## config.mk

```make
export PLATFORM = sky130hd
export DESIGN_NAME = ram512_arbiter
export DESIGN_NICKNAME = d
export VERILOG_FILES = /design/src/rtl/ram512_arbiter.sv
export SDC_FILE = /design/constraint.sdc
export NUM_CORES = 1
export LEC_CHECK = 0
export ABC_AREA = 1
export ABC_CLOCK_PERIOD_IN_PS = 1800
export BUFFER_PORTS_ARGS = -buffer_cell sky130_fd_sc_hd__buf_2
export CAP_MARGIN = 20
export CELL_PAD_IN_SITES_DETAIL_PLACEMENT = 0
export CELL_PAD_IN_SITES_GLOBAL_PLACEMENT = 1
export CORE_MARGIN = 5
export CORE_UTILIZATION = 29
export DETAILED_ROUTE_END_ITERATION = 7
export PLACE_DENSITY_LB_ADDON = 0.1
export SETUP_SLACK_MARGIN = 0.4
export SLEW_MARGIN = 20
export SYNTH_ARGS = -nofsm -noshare
export SYNTH_HDL_FRONTEND = slang
export SYNTH_SLANG_ARGS = --single-unit
```

## constraint.sdc

```tcl
create_clock -name clk -period 1.8 [get_ports clk]
set_input_delay 0.18 -clock clk [delete_from_list [all_inputs] [get_ports clk]]
set_output_delay 0.18 -clock clk [all_outputs]
set_load 0.02 [all_outputs]
```

## src/rtl/ram512_arbiter.sv

```systemverilog
// Two-port round-robin arbiter in front of a single-port RAM512.
// An optional zero-fill sweep runs after reset and can be restarted with clr_start.
module ram512_arbiter #(
    parameter bit CLEAR_ON_RESET = 1'b1
) (
    input  logic        clk,
    input  logic        rst_n,
    input  logic        req0,
    input  logic        req1,
    input  logic        we0,
    input  logic        we1,
    input  logic [8:0]  addr0,
    input  logic [8:0]  addr1,
    input  logic [15:0] wdata0,
    input  logic [15:0] wdata1,
    output logic        gnt0,
    output logic        gnt1,
    output logic        rvalid0,
    output logic        rvalid1,
    output logic [15:0] rdata0,
    output logic [15:0] rdata1,
    input  logic        clr_start,
    output logic        init_done,
    output logic [15:0] ram_in,
    output logic        ram_load,
    output logic [8:0]  ram_address,
    input  logic [15:0] ram_out
);

    typedef enum logic {
        CLEAR,
        SERVE
    } state_t;

    state_t      state;
    state_t      state_next;
    logic [8:0]  clr_ptr;
    logic [8:0]  clr_ptr_next;
    logic        last_gnt;
    logic        last_gnt_next;
    logic        gnt0_int;
    logic        gnt1_int;
    logic        ram_load_int;

    always_ff @(posedge clk or negedge rst_n) begin
        if (!rst_n) begin
            state    <= CLEAR_ON_RESET ? CLEAR : SERVE;
            clr_ptr  <= 9'd0;
            last_gnt <= 1'b1;
        end else begin
            state    <= state_next;
            clr_ptr  <= clr_ptr_next;
            last_gnt <= last_gnt_next;
        end
    end

    // clr_start takes priority over arbitration: that cycle grants nothing.
    always_comb begin
        state_next    = state;
        clr_ptr_next  = clr_ptr;
        last_gnt_next = last_gnt;
        gnt0_int      = 1'b0;
        gnt1_int      = 1'b0;
        ram_load_int  = 1'b0;
        ram_address   = 9'd0;
        ram_in        = 16'd0;
        case (state)
            CLEAR: begin
                ram_load_int = 1'b1;
                ram_address  = clr_ptr;
                if (clr_ptr == 9'd511) begin
                    state_next   = SERVE;
                    clr_ptr_next = 9'd0;
                end else begin
                    clr_ptr_next = clr_ptr + 9'd1;
                end
            end
            SERVE: begin
                if (clr_start) begin
                    state_next   = CLEAR;
                    clr_ptr_next = 9'd0;
                end else begin
                    if (req0 && (!req1 || last_gnt)) begin
                        gnt0_int = 1'b1;
                    end else if (req1) begin
                        gnt1_int = 1'b1;
                    end
                    if (gnt0_int) begin
                        ram_address   = addr0;
                        ram_in        = wdata0;
                        ram_load_int  = we0;
                        last_gnt_next = 1'b0;
                    end else if (gnt1_int) begin
                        ram_address   = addr1;
                        ram_in        = wdata1;
                        ram_load_int  = we1;
                        last_gnt_next = 1'b1;
                    end
                end
            end
            default: begin
                state_next = CLEAR;
            end
        endcase
    end

    // Reset gates the strobes directly so nothing is written or granted while rst_n is low.
    assign gnt0      = gnt0_int & rst_n;
    assign gnt1      = gnt1_int & rst_n;
    assign ram_load  = ram_load_int & rst_n;
    assign init_done = (state == SERVE);

    always_ff @(posedge clk or negedge rst_n) begin
        if (!rst_n) begin
            rvalid0 <= 1'b0;
            rvalid1 <= 1'b0;
            rdata0  <= 16'd0;
            rdata1  <= 16'd0;
        end else begin
            rvalid0 <= gnt0_int & ~we0;
            rvalid1 <= gnt1_int & ~we1;
            if (gnt0_int && !we0) begin
                rdata0 <= ram_out;
            end
            if (gnt1_int && !we1) begin
                rdata1 <= ram_out;
            end
        end
    end

endmodule

```

==> out/metrics.yaml <==
diodes: 0
hold_buffers: 0
final_area_um2: 4420
chipHeight_um: 98.6
finalSetupViolCount: 0
grt.overflow.total: 0
synth.distinct_cells: 22
outcome: "finished, final reports clean"
postSynthAreaPerCell_um2: 7.28
final_max_slew_viol_count: 0
area.growth.synth_to_final_pct: 94.2
period_needed_ps: 1760
seq_area_frac_synth: 0.495
grt_pass1_vias: 2694
r2r-end: "rdata0[2]"
critPathCaptureType: "output pin"
viasPerCell: 4.44
root_buffer: "clkbuf_8"
drtIter0Drc: 40
whs_ps: 0.550
crit_slowest_cell: "dfstp_2"
dp_cells: 549
ys_ff_latch: 45
crit_type: "flip-flop to output pin"
grt_max_degree: 46
drt_wl_total_mm: 8.21
antenna_left: 0
ir_worst_vdd_mv: 0.568
p_leak_nw: 2.66
path_depth: 8
cts-buffers-inserted: 5
required_ps: 1620
place_hpwl_mm: 5.41
crit_path_end: "ram_in[8]"
rsz0062_at_grt: "yes"
final_net_count: 554
cts_tree: "built"
clk_latency_ps: 290
cp_data_arrival_time_ps: 1580
drive_gt1_frac: 0.625
hold_violations: 0
max-cap-violations: 0
place_congestion: 0.817
slew-limit-headroom: 0.612
rr_worst_depth: 10
synth.cell_area_um2: 2280
layoutNonFillerInstCount: 582
r2r_start: "last_gnt"
core-area_um2: 7690
drc: 0
cpPeakStageDelay_ps: 560
cp-startpoint: "last_gnt"
syn_inst: 313
fillers: 688
fin_tns_setup_ps: 0
worst_slack_ps: 39.8
dpl_cell_area_um2: 3390
yosys_warnings: 0
drt_first_pass_iters: 4
power-per-cell-area_nw_per_um2: 955
die_area_um2: 9720
skew_ps: 3.13
grt_pass1_wl_mm: 13.2
cp_num_buf_inv: 4
clkSlewWorstSetupHoldPaths_ps: 90
io_buffers: 135
cts.sinks: 45
pin_count: 136
crit_chain: "inv_2, nand2_4, nand3_4, buf_6, inv_12, nand2_2, nand2_4, buf_6"
wl_per_cell_um: 14.1
utilization: 0.575
min_path_type: "primary input to asynchronous set/reset pin"
fmax_ghz: 0.568
total_power_mw: 4.22
cp_top_family: "flip-flops"
reg2reg_slack_ps: 60
start_kind: "flip-flop"
worst_slew_pin_slew_ps: 582
path_max_fanout: 7
preCtsSetupSlack_ps: 139
vias: 2582
antenna_found_initial: 0
timing.final.crit_share: 0.978
clk_path_buf_depth: 2
cts.htree.levels: 2
gr-usage-all-layers: 0.163
placementRows: 32
die_w_um: 98.6
synth_nets: 388
initial_core_util: 0.296
[power breakdown]
group	internal, mW	switching [mW]	total [mW]
Clock	0.452	0.349	0.800
Sequential	1.34	0.218	1.55
Combinational	0.770	1.10	1.87
[metal layers]
layer  wire (um)  global-route usage  up-vias
met5           0                   0        -
met4          93              0.0378        0
met3         508              0.0354       10
met2        4080               0.280       98
met1        3540               0.211     1183
li1            -                   -     1291
[how the worst min path moves through the flow]
stage | from | to | slack, ps | cells past startpoint
6_report | rst_n | rdata1[4] | 0.6 | 2
5_1_grt | rst_n | rdata1[0] | 50 | 2
4_1_cts | rst_n | rdata1[4] | 10 | 2
3_5_place_dp | rst_n | rdata1[4] | 350 | 2
3_3_place_gp | rst_n | rdata1[1] | 350 | 2
2_1_floorplan | rst_n | clr_ptr[0] | -120 | 0
[cell type report]
cell class / count / area [um^2] / area share
Multi-Input combinational cell: 244 / 1740 / 0.394
Inverter: 15 / 81.3 / 0.0184
Timing Repair inverter: 2 / 27.5 / 0.00622
Clock inverter: 2 / 37.5 / 0.00849
Sequential cell: 45 / 1130 / 0.255
Tap cell: 102 / 128 / 0.0289
Clock buffer: 6 / 82.6 / 0.0187
Timing Repair Buffer: 166 / 1190 / 0.270
[worst register-to-register path, stage by stage, from the launching register on]
cell and delay [ps]:
dfstp_2 560, inv_2 50, nand2_4 60, nand3_4 130, buf_6 180, buf_6 110
buf_6 110, nor2_4 190, clkbuf_16 220, nand2_4 50, nand2_1 50
[placed cells by master (no fill, tap or decap), drive strengths merged]
| cell | instances |
|---|---|
| a21oi | 3 |
| nand3 | 20 |
| o21ai | 5 |
| a21boi | 1 |
| inv | 15 |
| a22o | 2 |
| dfstp | 1 |
| clkbuf | 8 |
| bufinv | 1 |
| nor2 | 13 |
| ha | 2 |
| nand2 | 197 |
| o21bai | 1 |
| buf | 164 |
| clkinvlp | 1 |
| clkinv | 2 |
| dfrtp | 44 |
[cells by family (layout without fill, tap and decap cells)]
logic type      Yosys count  after routing  synth area share
compound gates           12             12            0.0319
flops                    45             45             0.495
simple gates            229            230             0.404
buf+inv                  25            191            0.0582
fa+ha+maj                 2              2            0.0110
[state kept, by name, summed over array words and instances, names as in the netlist]
register   count
rvalid1        1
rdata1        16
rdata0        16
init_done      1
last_gnt       1
clr_ptr        9
rvalid0        1
[synth_stat cells]
library cell    n  area [um^2]
a21boi_1        1         7.51
a21oi_1         3         15.0
a22o_1          2         17.5
buf_2           3         15.0
buf_4           3         22.5
buf_6           3         33.8
clkbuf_1        1         3.75
clkinv_2        1         5.00
dfrtp_1        44         1100
dfstp_2         1         26.3
ha_1            2         25.0
inv_1          11         41.3
inv_2           3         11.3
nand2_1       196          736
nand2_2         1         6.26
nand3_1        18         90.1
nand3_2         1         10.0
nand3_4         1         17.5
nor2_1         10         37.5
nor2_4          2         22.5
o21ai_0         5         25.0
o21bai_1        1         7.51
[repair_timing]
action,in CTS,in global routing
endpoints found under the hold margin,0,0
gates resized for setup,141,50
pin swaps,40,46
endpoints found under the setup margin,70,69
cloned,3,2
setup buffers,14,6
(Power assumes the default switching activity.)
